[src/rtl/id_hazard_fwd_unit.sv]
// id_hazard_fwd_unit
// ID-stage operand bypass and interlock unit.
//   - Picks the rs/rt operands from the youngest matching producer stage,
//     or from the register file when no stage matches.
//   - Raises stall on a not-ready producer (load-use) or a busy MUL/DIV unit.
//   - Tracks MUL/DIV occupancy with a down-counter and a done pulse.
//   - Keeps a saturating count of stall cycles for performance debug.
// Ports:
//   clock, reset            rising-edge clock, synchronous active-high reset
//   id_valid, flush         ID instruction present / killed this cycle
//   rs, rt, use_rs, use_rt  source addresses and read enables
//   is_md, md_read          issues MUL/DIV / reads the MUL/DIV result
//   rf_a, rf_b              register file read data
//   wr_en, wr_addr,
//   wr_ready, wr_data       per-stage producer info, index 0 = youngest (EX)
//   a_out, b_out            forwarded operands
//   stall, id_fire          interlock and advance
//   md_busy, md_done        MUL/DIV occupancy and completion pulse
//   stall_count             saturating stall-cycle counter
module id_hazard_fwd_unit #(
  parameter int DATA_W    = 32,
  parameter int RA_W      = 5,
  parameter int FWD_DEPTH = 3,
  parameter int MD_LAT    = 4,
  parameter int CNT_W     = 16
) (
  input  logic                      clock,
  input  logic                      reset,
  input  logic                      id_valid,
  input  logic                      flush,
  input  logic [RA_W-1:0]           rs,
  input  logic [RA_W-1:0]           rt,
  input  logic                      use_rs,
  input  logic                      use_rt,
  input  logic                      is_md,
  input  logic                      md_read,
  input  logic [DATA_W-1:0]         rf_a,
  input  logic [DATA_W-1:0]         rf_b,
  input  logic [FWD_DEPTH-1:0]      wr_en,
  input  logic [FWD_DEPTH*RA_W-1:0] wr_addr,
  input  logic [FWD_DEPTH-1:0]      wr_ready,
  input  logic [FWD_DEPTH*DATA_W-1:0] wr_data,
  output logic [DATA_W-1:0]         a_out,
  output logic [DATA_W-1:0]         b_out,
  output logic                      stall,
  output logic                      id_fire,
  output logic                      md_busy,
  output logic                      md_done,
  output logic [CNT_W-1:0]          stall_count
);

  localparam int MD_W = $clog2(MD_LAT + 1);

  logic [MD_W-1:0] md_cnt;
  logic            a_not_ready;
  logic            b_not_ready;
  logic            haz_a;
  logic            haz_b;
  logic            md_haz;

  // Walk from the oldest stage to the youngest so the youngest match is the
  // last assignment and therefore wins, including its ready bit.
  always_comb begin
    a_out       = rf_a;
    b_out       = rf_b;
    a_not_ready = 1'b0;
    b_not_ready = 1'b0;
    for (int k = FWD_DEPTH - 1; k >= 0; k--) begin
      if (wr_en[k] && (wr_addr[k*RA_W +: RA_W] != '0) &&
          (wr_addr[k*RA_W +: RA_W] == rs)) begin
        a_out       = wr_data[k*DATA_W +: DATA_W];
        a_not_ready = ~wr_ready[k];
      end
      if (wr_en[k] && (wr_addr[k*RA_W +: RA_W] != '0) &&
          (wr_addr[k*RA_W +: RA_W] == rt)) begin
        b_out       = wr_data[k*DATA_W +: DATA_W];
        b_not_ready = ~wr_ready[k];
      end
    end
  end

  assign haz_a   = use_rs & a_not_ready;
  assign haz_b   = use_rt & b_not_ready;
  assign md_busy = (md_cnt != '0);
  assign md_haz  = md_busy & (is_md | md_read);
  assign stall   = id_valid & ~flush & (haz_a | haz_b | md_haz);
  assign id_fire = id_valid & ~flush & ~stall;

  // A new MUL/DIV can only fire when the counter is already zero, so the
  // reload never collides with the 1->0 step that produces md_done.
  always_ff @(posedge clock) begin
    if (reset) begin
      md_cnt  <= '0;
      md_done <= 1'b0;
    end else begin
      md_done <= (md_cnt == MD_W'(1));
      if (id_fire && is_md) begin
        md_cnt <= MD_W'(MD_LAT);
      end else if (md_cnt != '0) begin
        md_cnt <= md_cnt - MD_W'(1);
      end
    end
  end

  always_ff @(posedge clock) begin
    if (reset) begin
      stall_count <= '0;
    end else if (stall && (stall_count != '1)) begin
      stall_count <= stall_count + CNT_W'(1);
    end
  end

endmodule
[config.mk]
export PLATFORM = sky130hd
export DESIGN_NAME = id_hazard_fwd_unit
export DESIGN_NICKNAME = d
export VERILOG_FILES = /design/src/rtl/id_hazard_fwd_unit.sv
export SDC_FILE = /design/constraint.sdc
export NUM_CORES = 1
export LEC_CHECK = 0
export ABC_CLOCK_PERIOD_IN_PS = 5400
export CORE_AREA = 3 3 109 111
export CTS_BUF_LIST = sky130_fd_sc_hd__clkbuf_16
export DETAILED_ROUTE_END_ITERATION = 8
export DIE_AREA = 0 0 112 114
export PLACE_DENSITY_LB_ADDON = 0.08
export SLEW_MARGIN = 20
export SYNTH_ARGS = -nofsm -noshare
export SYNTH_HDL_FRONTEND = slang
export SYNTH_SLANG_ARGS = --single-unit
[constraint.sdc]
create_clock -name clock -period 5.4 [get_ports clock]
set_clock_uncertainty 0.05 [all_clocks]
set_input_delay 1.08 -clock clock [delete_from_list [all_inputs] [get_ports clock]]
set_output_delay 1.08 -clock clock [all_outputs]
set_load 0.01 [all_outputs]
==> results of run 1 <==
layout make-up:
class	instances	area, µm²	area share, %
Timing Repair Buffer	296	2940	44.9
Antenna cell	4	10.0	0.153
Clock buffer	3	75.1	1.15
Sequential cell	20	400	6.11
Tap cell	140	175	2.67
Inverter	8	30.0	0.459
Multi-Input combinational cell	478	2910	44.5
Clock inverter	1	3.75	0.0573
repair_timing:
action | CTS | global route
endpoints found under the hold margin | 0 | 0
resized for setup | 0 | 1
hold buffers | 0 | 0
endpoints found under the setup margin | 0 | 1
where the power goes:
group / switching, mW / leakage, nW / internal (mW) / total, mW
sequential: 0.00827 / 0.162 / 0.160 / 0.168
clock: 0.0546 / 0.0386 / 0.0986 / 0.153
combinational: 0.229 / 2.05 / 0.309 / 0.539
total: 0.292 / 2.25 / 0.567 / 0.860
registers in the layout, summed over array words and instances, names as in the netlist:
signal       count
md_done          1
stall_count     16
md_cnt           3
cell families (layout without fill, tap and decap cells):
kind of cell / count (synthesis) / after routing
mux: 71 / 71
buf+inv: 46 / 308
fa+ha+maj: 4 / 4
simple gates: 213 / 213
flops: 20 / 20
xor+xnor: 31 / 31
compound gates: 159 / 159
other cells: 0 / 4
per-layer routing:
metal	vias to the layer above	wire length [µm]	track usage (%)
met4	0	482	8.01
met2	216	8300	44.6
li1	2437	-	-
met5	-	0	0
met3	32	1250	6.21
met1	2197	7130	30.7
synth_stat cells (3+ instances only):
| cell type | n |
|---|---|
| a21oi_1 | 12 |
| buf_2 | 3 |
| clkbuf_1 | 32 |
| dfxtp_1 | 20 |
| ha_1 | 4 |
| inv_1 | 8 |
| mux2_1 | 4 |
| mux2i_1 | 66 |
| nand2_1 | 140 |
| nand2b_1 | 6 |
| nand3_1 | 9 |
| nor2_1 | 15 |
| nor2b_1 | 7 |
| nor3_1 | 5 |
| o21ai_0 | 132 |
| o31ai_1 | 6 |
| or3_1 | 7 |
| or4_1 | 11 |
| xnor2_1 | 21 |
| xor2_1 | 10 |
worst max-delay path by stage:
stage | end | slack (ps)
finish | id_fire | 190
global placement | id_fire | 100
global route | a_out[2] | 80
floorplan | b_out[0] | 1460
CTS | id_fire | 70
detailed placement | id_fire | 100
metrics by stage:
stage | instances | total power, mW | hold slack (ps)
2_1_floorplan | 544 | 0.399 | 393
3_3_place_gp | 942 | 0.702 | 418
3_5_place_dp | 942 | 0.708 | 428
4_1_cts | 946 | 0.865 | 436
5_1_grt | 950 | 0.916 | 463
6_report | 950 | 0.860 | 441
worst max-delay path, delay by kind of cell:
kind / cells / cell delay [ps]
compound gates: 2 / 490
simple gates: 4 / 1310
buf+inv: 2 / 1180
==> results.ini, run 1 <==
[critical_path]
startpoint = wr_addr[8]
cpPeakStageDelay_ps = 720
reg2reg_from = stall_count[2]
endpoint_kind = output port
cp_max_fo = 3
r2r_cells = 8
crit_path_top_delay_cell = or4_2
reg2reg_to = stall_count[13]
r2r_slack_ps = 2750
crit_type = input port to output port
crit_path_cell_trace = clkdlybuf4s50_1 -> or4_1 -> o21ai_1 -> or4_2 -> and3_1 -> o311a_4 -> nor3_2 -> clkdlybuf4s50_1
crit_top_cell = clkdlybuf4s50_1
worstPathRequired_ps = 4270
cp-start-kind = input port
cp.arrival_ps = 4080

[clocking]
path_clk_slew_ps = 50
cts.sinks = 20
tritoncts = done
clockRootBuffer = clkbuf_16
insertion_delay_ps = 250
cts_buffers = 3
cts_buffer_depth = 2
h-tree-depth = 1
cts_setup_buffers = 0

[global_routing]
grt_first_pass_wirelength_um = 26500
grt_max_degree = 39
overflow = 0
grt_usage_pct = 25.5
grt_pass1_vias = 4989
antenna_found_initial = 4

[synthesis]
synth_cell_types = 39
async_flop_share_pct = 0
syn_avg_cell_area_um2 = 6.36
synth_fp_nets = 747
synth_top_family_by_area = simple AND/OR/NAND/NOR gates
synthCells = 544
synth_xor_area_share_pct = 7.85
ys_seq_area_share_pct = 11.6
yosys.area.top_type = mux2i_1
yosysTopAreaCellShare_pct = 19.1
synthAdderAreaFrac_pct = 1.45
synth_simple_gate_area_share_pct = 27.9
synth_mux_area_share_pct = 20.7
synth-edff-count = 0
syn_area_um2 = 3460
synth_compound_area_share_pct = 25.2
ys_ff_latch = 20
synth_warnings = 0
synth.area.top_cells = mux2i_1, o21ai_0, nand2_1, dfxtp_1, xnor2_1
ys.flop_type = dfxtp_1

[drt]
post_drt_wl_per_cell_um = 18.1
remaining_drc_errors = 0
ant_nets = 0
num_vias = 4882
drt_iter0_markers = 253
routed_via_density = 5.14
wirelength_um = 17200
drtPass1Iterations = 4

[sta]
finalCritPeriodShare_pct = 96.4
grt_setup_unrepaired = false
worst_pin_slew_ps = 936
final.setup.worst_slack_ps = 193
fmax_ghz = 0.192
hold_viol = 0
min_period_ps = 5210
relSlewSlack_pct = 37.4
drv_slew = 0
setup_viol = 0
fin_setup_tns_ps = 0

[finish]
final_common_cell = clkdlybuf4s50_1
final_util_pct = 60.1
layout_common_cells = clkdlybuf4s50_1, nand2_1, o21ai_0
final_layout_size_suffix_gt1_share_pct = 3.85
final_area_um2 = 6550
syn_to_final_growth_pct = 89.2
nNetsFinal = 1010
num-fill-cells = 1017

[die]
die_h_um = 114
initial_core_util_pct = 31.8
rows = 38
die_area_um2 = 12800
core_um2 = 10900
io_pins = 283
fp.dieW_um = 112

[min_path]
hp-class = flip-flop to flip-flop
hold_path.startpoint = md_cnt[2]
min_path_cells = 1
min_to = md_done

[power_and_ir_drop]
max-vdd-ir-drop_uv = 163
p_per_area_nw_per_um2 = 131
p_leak_nw = 2.25

[placed_design]
dpl_cell_area_um2 = 6450
dp_hpwl_um = 14100
numPortBuffers = 282
place_congestion = 0.877
pre_cts_slack_ps = 98.8

[run_status]
status = completed

[flow_run]
cap_violations = 0

(Power assumes the default switching activity.)
==> run 2: changes to the inputs <==
- ABC_CLOCK_PERIOD_IN_PS: 5400 -> 4800
- CORE_AREA: 3 3 109 111 -> 3 3 108 110
- DIE_AREA: 0 0 112 114 -> 0 0 111 113
- SETUP_SLACK_MARGIN: default -> 0.05
- clock period: 5.4 -> 4.8 ns (I/O delays scaled with it)
==> run 2 against run 1 <==
Compared with the run above:
- first-iteration DRC count increased by 28%
- setup slack got worse by 38 ps
- utilization increased by 3.3 points
- clock power increased by 9.8%
- clock-buffer cell count unchanged
- final cell count increased by 1.1%
- sequential share of layout area decreased by 0.27 points
- total power increased by 12%
- largest cell class unchanged
==> results.ini, run 2 (synthesized netlist as in run 1, its figures left out) <==
[run_status]
status = completed

[placed_design]
place_congestion = 0.948
numPortBuffers = 282
place_inst = 956
dp_hpwl_um = 13800
dpl_cell_area_um2 = 6630
pre_cts_slack_ps = -45.1

[power_and_ir_drop]
power.share.clock_pct = 17.4
p_per_area_nw_per_um2 = 141
combPwrFrac_pct = 63.0
swShare_pct = 33.7
max-vdd-ir-drop_uv = 162
pwr-share-seq_pct = 19.6
power_switching_uw = 325
p_leak_nw = 2.73
finalPower_uw = 966
p_int_uw = 641

[critical_path]
crit_path_top_delay_cell = or4_2
crit_path_cell_trace = clkdlybuf4s50_1 -> or4_1 -> o21ai_1 -> or4_2 -> buf_4 -> buf_12 -> nand2_1 -> o21ai_0 -> o21ai_0 -> clkdlybuf4s50_1
cp_num_buf_inv = 4
crit_type = input port to output port
cpPeakStageDelay_ps = 690
endpoint_kind = output port
cp_max_fo = 30
crit_family = buffers and inverters
worstPathRequired_ps = 3790
cp-start-kind = input port
cp.arrival_ps = 3630

[sta]
fin_setup_tns_ps = 0
drv_slew = 0
grt_setup_unrepaired = true
fmax_ghz = 0.215
setup_viol = 0
relSlewSlack_pct = 39.5
finalCritPeriodShare_pct = 96.8
hold_viol = 0
worst_pin_slew_ps = 905
holdWs_ps = 449
min_period_ps = 4640
final.setup.worst_slack_ps = 155

[clocking]
cts_buffers = 3
tritoncts = done
h-tree-depth = 1
path_clk_slew_ps = 50
insertion_delay_ps = 250
cts.sinks = 20
cts_buffer_depth = 2
clockRootBuffer = clkbuf_16

[finish]
layout_common_cells = clkdlybuf4s50_1, nand2_1, o21ai_0
fin_cells = 960
largest_reg_flops = 16
syn_to_final_growth_pct = 97.8
final_layout_size_suffix_gt1_share_pct = 5.61
seq_area_um2 = 400
multi_input_area_um2 = 2930
largest_register = stall_count
antenna_cells = 0
nNetsFinal = 1025
num-fill-cells = 973
top_regs = stall_count (16), md_cnt (3), md_done (1)
final_area_um2 = 6850
final_util_pct = 63.4
final_common_cell = clkdlybuf4s50_1

[die]
die_area_um2 = 12500
initial_core_util_pct = 32.1
fp.dieW_um = 111
core_um2 = 10800
die_h_um = 113
rows = 38
io_pins = 283

[drt]
ant_nets = 0
drt_iter0_markers = 323
wirelength_um = 16900
num_vias = 4975
drtPass1Iterations = 4
remaining_drc_errors = 0
post_drt_wl_per_cell_um = 17.7
routed_via_density = 5.18

[global_routing]
grt_first_pass_wirelength_um = 25200
antenna_found_initial = 0
grt_pass1_vias = 4901
grt_util_met3_pct = 5.61
grt_max_degree = 65
grt_use_met1_pct = 26.9
globalRouteMet2Util_pct = 47.2
grt_most_used_layer = met2
overflow = 0
grt_usage_pct = 24.7

[flow_run]
cap_violations = 0

[min_path]
hp-class = flip-flop to flip-flop

[run 2: power groups by stage]
stage	Sequential (mW)	Combinational (mW)	Clock [mW]
final	0.190	0.609	0.168
after global routing	0.191	0.664	0.182
after CTS	0.189	0.617	0.173
after detailed placement	0.193	0.615	0
after global placement	0.192	0.605	0
after floorplan	0.192	0.257	0
[run 2: path summary, 6_finish.rpt]
| check | slack [ps] | cells past startpoint | end | from |
|---|---|---|---|---|
| max | 160 | 10 | b_out[1] | wr_addr[7] |
| min | 450 | 2 | stall_count[8] | stall_count[8] |
| max reg2reg | 2230 | 8 | stall_count[13] | stall_count[2] |
| min reg2reg | 450 | 2 | stall_count[8] | stall_count[8] |
[run 2: repair_timing]
action | CTS | global route
setup buffers | 0 | 0
resized for setup | 3 | 45
hold buffers | 0 | 0
endpoints found under the hold margin | 0 | 0
endpoints found under the setup margin | 3 | 44
cloned | 0 | 1
pin swaps | 1 | 1
[run 2: worst reg2reg max path: stages (launching register included)]
cell and delay [ps]:
dfxtp_1 420, nand3_1 150, nor2_1 360, nand2_1 170
nor3_1 390, nand4b_1 380, or3_1 180, nor2_1 50
mux2_1 310
[run 2: cell type report]
class / instances / area share (%)
Timing Repair Buffer: 311 / 47.3
Multi-Input combinational cell: 478 / 42.7
Sequential cell: 20 / 5.85
Tap cell: 140 / 2.56
Clock buffer: 3 / 1.10
Inverter: 8 / 0.439
[run 2: per-layer routing]
metal	part of all wire, %	vias up	wire length (µm)
li1	-	2461	-
met1	36	2280	6150
met2	53	201	9000
met3	7.5	33	1270
met4	3.1	0	527
met5	0	-	0
==> run 3: changes to the inputs <==
- HOLD_SLACK_MARGIN: default -> 0.12
==> results of run 3 <==
Same layout as run 2: the final DEF is identical, and so are final timing and power.
